$ cat config.mk
export PLATFORM = sky130hd
export DESIGN_NAME = register_file
export DESIGN_NICKNAME = d
export VERILOG_FILES = /design/src/rtl/regfile_pkg.sv /design/src/rtl/regfile_read_port.sv /design/src/rtl/register_file.sv
export SDC_FILE = /design/constraint.sdc
export NUM_CORES = 2
export LEC_CHECK = 0
export BUFFER_PORTS_ARGS = -buffer_cell sky130_fd_sc_hd__buf_2
export CAP_MARGIN = 20
export CORE_ASPECT_RATIO = 0.8
export CORE_MARGIN = 8
export CORE_UTILIZATION = 60
export CTS_CLUSTER_SIZE = 28
export DETAILED_ROUTE_END_ITERATION = 8
export PLACE_DENSITY_LB_ADDON = 0.1
export SLEW_MARGIN = 10
export SYNTH_ARGS = -nofsm -noshare
export SYNTH_HDL_FRONTEND = slang
export SYNTH_HIERARCHICAL = 1
export SYNTH_SLANG_ARGS = --single-unit
$ cat constraint.sdc
create_clock -name Clk -period 55.2 [get_ports Clk]
set_input_delay 5.52 -clock Clk [delete_from_list [all_inputs] [get_ports Clk]]
set_output_delay 5.52 -clock Clk [all_outputs]
set_load 0.02 [all_outputs]
$ cat src/rtl/regfile_pkg.sv
// ---------------------------------------------------------------------------
// regfile_pkg
// Shared constants and types for the single-cycle datapath register file.
//   DATA_W     : width of one register / data word
//   REG_ADDR_W : width of a register index
//   NUM_REGS   : number of architectural registers
//   ZERO_REG   : index of the hardwired-zero register
//   data_word_t: datapath word type, also used by the ALU and the ALU-source
//                mux WIDTH parameter
// ---------------------------------------------------------------------------
package regfile_pkg;

    localparam int DATA_W     = 32;
    localparam int REG_ADDR_W = 5;
    localparam int NUM_REGS   = 32;

    localparam logic [REG_ADDR_W-1:0] ZERO_REG = '0;

    typedef logic [DATA_W-1:0] data_word_t;

endpackage : regfile_pkg

$ cat src/rtl/regfile_read_port.sv
// ---------------------------------------------------------------------------
// regfile_read_port
// One combinational read port of the register file: address decode,
// zero-register and out-of-range masking, and the optional write-to-read
// forwarding mux.
//
// Optional feature (compile-time macro REGFILE_BYPASS_EN):
//   defined   : a write in flight to the addressed register is forwarded to
//               rd_data_o in the same cycle, before the clock edge.
//   undefined : no forwarding; the port returns the stored value only.
//
// Ports:
//   rst_i      in   asynchronous reset; forces rd_data_o to 0
//   rd_addr_i  in   register index to read
//   regs_i     in   current contents of the storage array
//   wr_en_i    in   write enable of the shared write port
//   wr_addr_i  in   destination index of the shared write port
//   wr_data_i  in   data of the shared write port
//   rd_data_o  out  read result
// ---------------------------------------------------------------------------
module regfile_read_port
    import regfile_pkg::*;
#(
    parameter int WIDTH  = DATA_W,
    parameter int ADDR_W = REG_ADDR_W,
    parameter int DEPTH  = NUM_REGS
) (
    input  logic              rst_i,
    input  logic [ADDR_W-1:0] rd_addr_i,
    input  logic [WIDTH-1:0]  regs_i [DEPTH],
    input  logic              wr_en_i,
    input  logic [ADDR_W-1:0] wr_addr_i,
    input  logic [WIDTH-1:0]  wr_data_i,
    output logic [WIDTH-1:0]  rd_data_o
);

    // One extra bit so DEPTH == 2**ADDR_W is representable.
    localparam logic [ADDR_W:0] DEPTH_L = (ADDR_W+1)'(DEPTH);

    logic addr_valid;

    assign addr_valid = (rd_addr_i != ADDR_W'(ZERO_REG)) &&
                        ({1'b0, rd_addr_i} < DEPTH_L);

`ifdef REGFILE_BYPASS_EN
    // Forward only writes that will actually land in the array; a write to
    // r0 or past the end is dropped, so it must not be visible here either.
    logic bypass_hit;

    assign bypass_hit = wr_en_i && addr_valid && (wr_addr_i == rd_addr_i);

    always_comb begin
        rd_data_o = '0;
        if (rst_i) begin
            rd_data_o = '0;
        end else if (bypass_hit) begin
            rd_data_o = wr_data_i;
        end else if (addr_valid) begin
            rd_data_o = regs_i[rd_addr_i];
        end
    end
`else
    // Write-port inputs only matter when forwarding is compiled in.
    logic unused_wr_port;

    assign unused_wr_port = ^{wr_en_i, wr_addr_i, wr_data_i};

    always_comb begin
        rd_data_o = '0;
        if (!rst_i && addr_valid) begin
            rd_data_o = regs_i[rd_addr_i];
        end
    end
`endif

endmodule : regfile_read_port

$ cat src/rtl/register_file.sv
// ---------------------------------------------------------------------------
// register_file
// DEPTH x WIDTH register file for the single-cycle datapath: two
// combinational read ports, one rising-edge write port, register 0 reads as
// zero. ReadData2 feeds the A input of the ALU-source mux.
//
// Optional feature (compile-time macro REGFILE_BYPASS_EN): same-cycle
// write-to-read forwarding on both read ports (see regfile_read_port).
//
// Ports:
//   Clk            in   rising-edge clock
//   Rst            in   asynchronous active-high reset, clears all registers
//   RegWrite       in   write enable
//   WriteRegister  in   destination register index
//   WriteData      in   data to write
//   ReadRegister1  in   read port 1 index
//   ReadRegister2  in   read port 2 index
//   ReadData1      out  contents of ReadRegister1
//   ReadData2      out  contents of ReadRegister2
// ---------------------------------------------------------------------------
module register_file
    import regfile_pkg::*;
#(
    parameter int WIDTH  = DATA_W,
    parameter int ADDR_W = REG_ADDR_W,
    parameter int DEPTH  = NUM_REGS
) (
    input  logic              Clk,
    input  logic              Rst,
    input  logic              RegWrite,
    input  logic [ADDR_W-1:0] WriteRegister,
    input  logic [WIDTH-1:0]  WriteData,
    input  logic [ADDR_W-1:0] ReadRegister1,
    input  logic [ADDR_W-1:0] ReadRegister2,
    output logic [WIDTH-1:0]  ReadData1,
    output logic [WIDTH-1:0]  ReadData2
);

    localparam int             NUM_RD_PORTS = 2;
    localparam logic [ADDR_W:0] DEPTH_L     = (ADDR_W+1)'(DEPTH);

    logic [WIDTH-1:0]  regs_q  [DEPTH];
    logic              wr_en;
    logic [ADDR_W-1:0] rd_addr [NUM_RD_PORTS];
    logic [WIDTH-1:0]  rd_data [NUM_RD_PORTS];

    // Writes to r0 or beyond the array are silently dropped, which keeps
    // regs_q[0] at its reset value of zero forever.
    assign wr_en = RegWrite &&
                   (WriteRegister != ADDR_W'(ZERO_REG)) &&
                   ({1'b0, WriteRegister} < DEPTH_L);

    always_ff @(posedge Clk or posedge Rst) begin
        if (Rst) begin
            for (int i = 0; i < DEPTH; i++) begin
                regs_q[i] <= '0;
            end
        end else if (wr_en) begin
            regs_q[WriteRegister] <= WriteData;
        end
    end

    assign rd_addr[0] = ReadRegister1;
    assign rd_addr[1] = ReadRegister2;

    generate
        for (genvar gi = 0; gi < NUM_RD_PORTS; gi++) begin : g_rd_port
            regfile_read_port #(
                .WIDTH  (WIDTH),
                .ADDR_W (ADDR_W),
                .DEPTH  (DEPTH)
            ) u_rd_port (
                .rst_i     (Rst),
                .rd_addr_i (rd_addr[gi]),
                .regs_i    (regs_q),
                .wr_en_i   (wr_en),
                .wr_addr_i (WriteRegister),
                .wr_data_i (WriteData),
                .rd_data_o (rd_data[gi])
            );
        end
    endgenerate

    assign ReadData1 = rd_data[0];
    assign ReadData2 = rd_data[1];

endmodule : register_file

### Word-level counts from Yosys, hierarchy flattened

Index checks and enable logic that the tools add are counted.

| word-level totals | value |
|---|---|
| input bits | 50 |
| logic and storage cells | 58 |
| flip-flop bits (word level) | 1024 |

| cells by class | value |
|---|---|
| muxes and demuxes | 11 |
| bitwise gates (word level) | 3 |
| magnitude comparators | 4 |
| reductions and logical operators | 8 |

Operators with widths:

| cell | number |
|---|---|
| 1024-bit bitwise mux | 1 |
| 32-bit binary-select mux with 5-bit select | 2 |
| 32-bit 2-to-1 mux | 7 |
| 32-bit demux with 5-bit select | 1 |
| 6-bit >= comparator (second input constant) | 3 |
| 5-bit inverter with 6-bit output | 3 |
| 5-bit nonzero test | 3 |
| 6-bit by 1-bit less-than comparator with 1-bit output (second input constant) | 1 |
| 1-bit logical AND | 4 |
| 1-bit zero test | 1 |

### Depth between registers and ports, before layout

| depth | value |
|---|---|
| depth in word-level cells | 6 |
| gate-level depth with buffers | 8 |
| depth with buffers taken out | 4 |

### Cells and area by module

Netlist, hierarchy kept.

By module, submodules not included:

| module | times used | cells each | area an instance (µm²) |
|---|---|---|---|
| register_file | 1 | 2291 | 38071.5 |
| regfile_read_port | 2 | 836 | 8428.1 |

### Least setup slack after synthesis

Ideal clock, no wire load.

| timing | value |
|---|---|
| kind | input to output |
| start | input ReadRegister1[1] |
| end | output ReadData1[0] |
| slack | 42756 ps |
| data arrival time | 6924 ps |
| data required time | 49680 ps |
| stages | 7 |
| cell sequence | buf_6 buf_6 clkbuf_1 mux4_2 a22o_1 a31oi_1 nand4_1 |

| between the ends | value |
|---|---|
| cells in the longest elaborated chain, start to end | 5 |
| elaborated cells between the ends (all ways) | 7 |
| classes of those cells | 4 x mux; 1 x bitwise; 2 x reduce/logical |

Ends and longest elaborated chain:

| item | RTL line | text |
|---|---|---|
| from (decl) | register_file.sv:33 | `input logic [ADDR_W-1:0] ReadRegister1,` |
| 5-bit inverter with 6-bit output (implied by the code) | regfile_read_port.sv:71 | `rd_data_o = regs_i[rd_addr_i];` |
| 32-bit binary-select mux with 5-bit select | regfile_read_port.sv:71 |  |
| 32-bit 2-to-1 mux (implied by the code) (2 in series) | regfile_read_port.sv:71 |  |
| 32-bit 2-to-1 mux * | regfile_read_port.sv:70 | `if (!rst_i && addr_valid) begin` |
| to (decl) | register_file.sv:35 | `output logic [WIDTH-1:0] ReadData1,` |

Mark *: on every way between the ends. The rest lies on a longest branch, timed or not. The select of a mux whose other input is x is not followed.

### Worst setup path after layout

| timing | value |
|---|---|
| start | input ReadRegister1[2] |
| end | output ReadData1[30] |

Same word-level chain as after synthesis.

==> metrics.sh <==
FINAL_PERIOD_MINUS_WORST_SETUP_SLACK_PS=15560
POWER.IR.VDD_WORST_V=0.0000274
AREA.GROWTH.SYNTH_TO_FINAL_PCT=8.52
FLOORPLAN.CORE_AREA_UM2=90900
CTS.CLK_SLEW.WORST_PATHS_PS=60
CP_NUM_CELLS=8
TOP_LEVEL_PORTS=114
VIAS=37400
GRT_USAGE_PCT=33.9
YS.WARNINGS.COUNT=6
CTS.REPAIR_TIMING.SETUP_BUFFER_COUNT=0
SETUP.WORST_PATH.END_CLASS='primary output'
DRV_CAP=0
DRT_ITER0_DRC=4121
DETAIL_ROUTE.DRC_VIOLATIONS=0
CLKPWRFRAC_PCT=36.0
FLOORPLAN.DIE.HEIGHT_UM=287
FMAX_MHz=64.3
FRACTION_OF_POWER_CONSUMED_BY_SEQUENTIAL_LOGIC_PCT=45.2
MAX_STAGE_DELAY_PS=1090
PATH_CELLS='buf_8 -> buf_12 -> buf_4 -> and2_2 -> a22oi_1 -> nand3_1 -> nand4_1 -> buf_2'
DP_CELLS=4920
TRITONCTS='built'
DIE-AREA_UM2=101000
CLOCK_SKEW_PS=0
STATUS='finished, final reports clean'
FIN_CELLS=5123
LARGEST_REGISTER_FF_COUNT=1023
TIMING.FINAL.HOLD_VIOLATIONS=0
P_INT_uW=1610
POST_SYNTH_INSTANCE_AREA_UM2=54900
FINALINSTANCEAREA_UM2=59600
CTS-ROOT-TO-SINK-BUFFERS=3
CP_NUM_BUF_INV=4
TIMING.CRITICAL_PATH.MAX_DELAY_FAMILY='buffers and inverters'
FINAL_UTIL_PCT=65.5
CTS_MADE_BUFFERS=104
COMBINATIONAL_POWER_SHARE_PCT=18.7
GRT_ANTENNA_BEFORE_REPAIR=11
DIE_X_UM=354
CTSRESIZECOUNT=0
WORSTPATHMAXFANOUT=96
CRITICAL_PATH.SLOWEST_CELL='sky130_fd_sc_hd__and2_2'
WORST-SETUP-PATH-TYPE='input port to primary output'
SYN_AREA_PER_CELL_UM2=13.9
CTS.SINKS=1023
DPL-INSTANCE-AREA_UM2=55600
SETUP.WORST_PATH.START_CLASS='input port'
MIN_PATH_TYPE='flip-flop to flip-flop'
SW_FRAC_OF_TOTAL_PCT=27.5
CLOCK_INSERTION_DELAY_WORST_SKEW_PS=690
FIRSTDRTPASSITERS=6
NUMPORTBUFFERS=113
FF2FF_PATH_DEPTH=1
SETUP_REPAIR_AFTER_GLOBAL_ROUTING_MISSED_ITS_MARGIN='no'
GRT_OVERFLOW=0
R2R_SETUP_SLACK_PS=54360
INITIAL_CORE_UTIL_PCT=60.4
GRT_MAX_DEGREE=197
SLEW_HEADROOM_PCT=20.1
STD_CELL_ROWS=99
REQUIRED_PS=49680
WORST-SLEW-PIN-TRANSITION_PS=1200
DRT-VIAS-PER-INSTANCE=7.29
SYN_INST=3960
CLOCK_TREE.ROOT_CELL='sky130_fd_sc_hd__clkbuf_16'
SYNTHESIS.NETS=4010
FINAL-SETUP-VIOL-COUNT=0
H-TREE-DEPTH=3
FIN_TNS_SETUP_PS=0
FINALHOLDWORSTSLACK_PS=393
FIRST_GLOBAL_VIAS=38700
P_SW_uW=609
FINALMAXSLEWVIOLATIONS=0
LARGEST-REGISTER='regs_q'
FILLCELLCOUNT=6533
POWER_PER_CELL_AREA_nW_PER_UM2=37.2
CRITPATHARRIVALTIME_PS=10040
LEAKAGE_uW=0.0270
WIRE_PER_INST_UM=34.3
FINAL.PERIOD_UTILIZATION_PCT=28.2
ROUTED_WL_UM=176000
FINAL_NETS=3865
HPWLAFTERDP_UM=102000
GRT_PASS1_WL_UM=259000
HOLD_PATH_DEPTH=0
POSTROUTEANTENNANETS=0
CTS-HOLD-FIX-BUFFERS=0
LARGEST_REGISTERS='regs_q x1023'
PLACE_CONGESTION=0.855
FINAL_LAYOUT_SIZE_SUFFIX_GT1_SHARE_PCT=40.0
==> power by group through the flow <==
stage,Sequential [µW],Clock [µW],Combinational [µW]
after floorplan,978,0,327
after global placement,992,0,394
after detailed placement,1010,0,411
after CTS,996,806,413
after global routing,1020,835,443
final,1000,799,415
==> layout make-up <==
class                   instances  area (µm²)  share of cell area [%]
diodes                          5        12.5                  0.0210
clock buffers                 150        3150                    5.29
clock inverters                47         746                    1.25
inverters                       1        11.3                  0.0189
multi-input cells            2490       27200                    45.7
flip-flops and latches       1023       25600                    43.0
well taps                    1212        1520                    2.55
repair buffers                195        1300                    2.19
==> cells in the final DEF (no fill, tap or decap), types with 26 or more instances in the layout <==
| cell type | instances |
|---|---|
| sky130_fd_sc_hd__a22o_1 | 62 |
| sky130_fd_sc_hd__a22oi_1 | 258 |
| sky130_fd_sc_hd__a31oi_1 | 62 |
| sky130_fd_sc_hd__buf_2 | 107 |
| sky130_fd_sc_hd__buf_4 | 77 |
| sky130_fd_sc_hd__clkbuf_16 | 109 |
| sky130_fd_sc_hd__clkbuf_8 | 27 |
| sky130_fd_sc_hd__dfrtp_1 | 1023 |
| sky130_fd_sc_hd__mux2_1 | 107 |
| sky130_fd_sc_hd__mux2_2 | 885 |
| sky130_fd_sc_hd__mux2i_1 | 514 |
| sky130_fd_sc_hd__mux4_1 | 26 |
| sky130_fd_sc_hd__mux4_2 | 228 |
| sky130_fd_sc_hd__nand2_1 | 63 |
| sky130_fd_sc_hd__nand3_1 | 128 |
| sky130_fd_sc_hd__nand4_1 | 65 |
==> metrics by stage <==
step / power, µW / setup WS, ps
6_report: 2220 / 39640
3_5_place_dp: 1420 / 39830
2_1_floorplan: 1300 / 20890
4_1_cts: 2220 / 39820
3_3_place_gp: 1390 / 39880
5_1_grt: 2290 / 39600
==> worst paths after layout <==
| path | to | start |
|---|---|---|
| max | ReadData1[30] | ReadRegister1[2] |
| min | regs_q[1005]$_DFFE_PP0P_ | regs_q[1005]$_DFFE_PP0P_ |
| max reg2reg | regs_q[945]$_DFFE_PP0P_ | regs_q[945]$_DFFE_PP0P_ |
| min reg2reg | regs_q[1005]$_DFFE_PP0P_ | regs_q[1005]$_DFFE_PP0P_ |
| max in group asynchronous | regs_q[771]$_DFFE_PP0P_ | Rst |
| min in group asynchronous | regs_q[819]$_DFFE_PP0P_ | Rst |
==> layer usage <==
metal	up-vias	GRT usage [%]	wire, µm	part of all wire, %
met1	19900	46.5	71300	41
met2	2103	51.2	79000	45
met3	532	9.08	17300	9.8
met4	4	14.6	8250	4.7
li1	14800	-	-	-
met5	-	0.286	53	0.030
(Power assumes the default switching activity.)
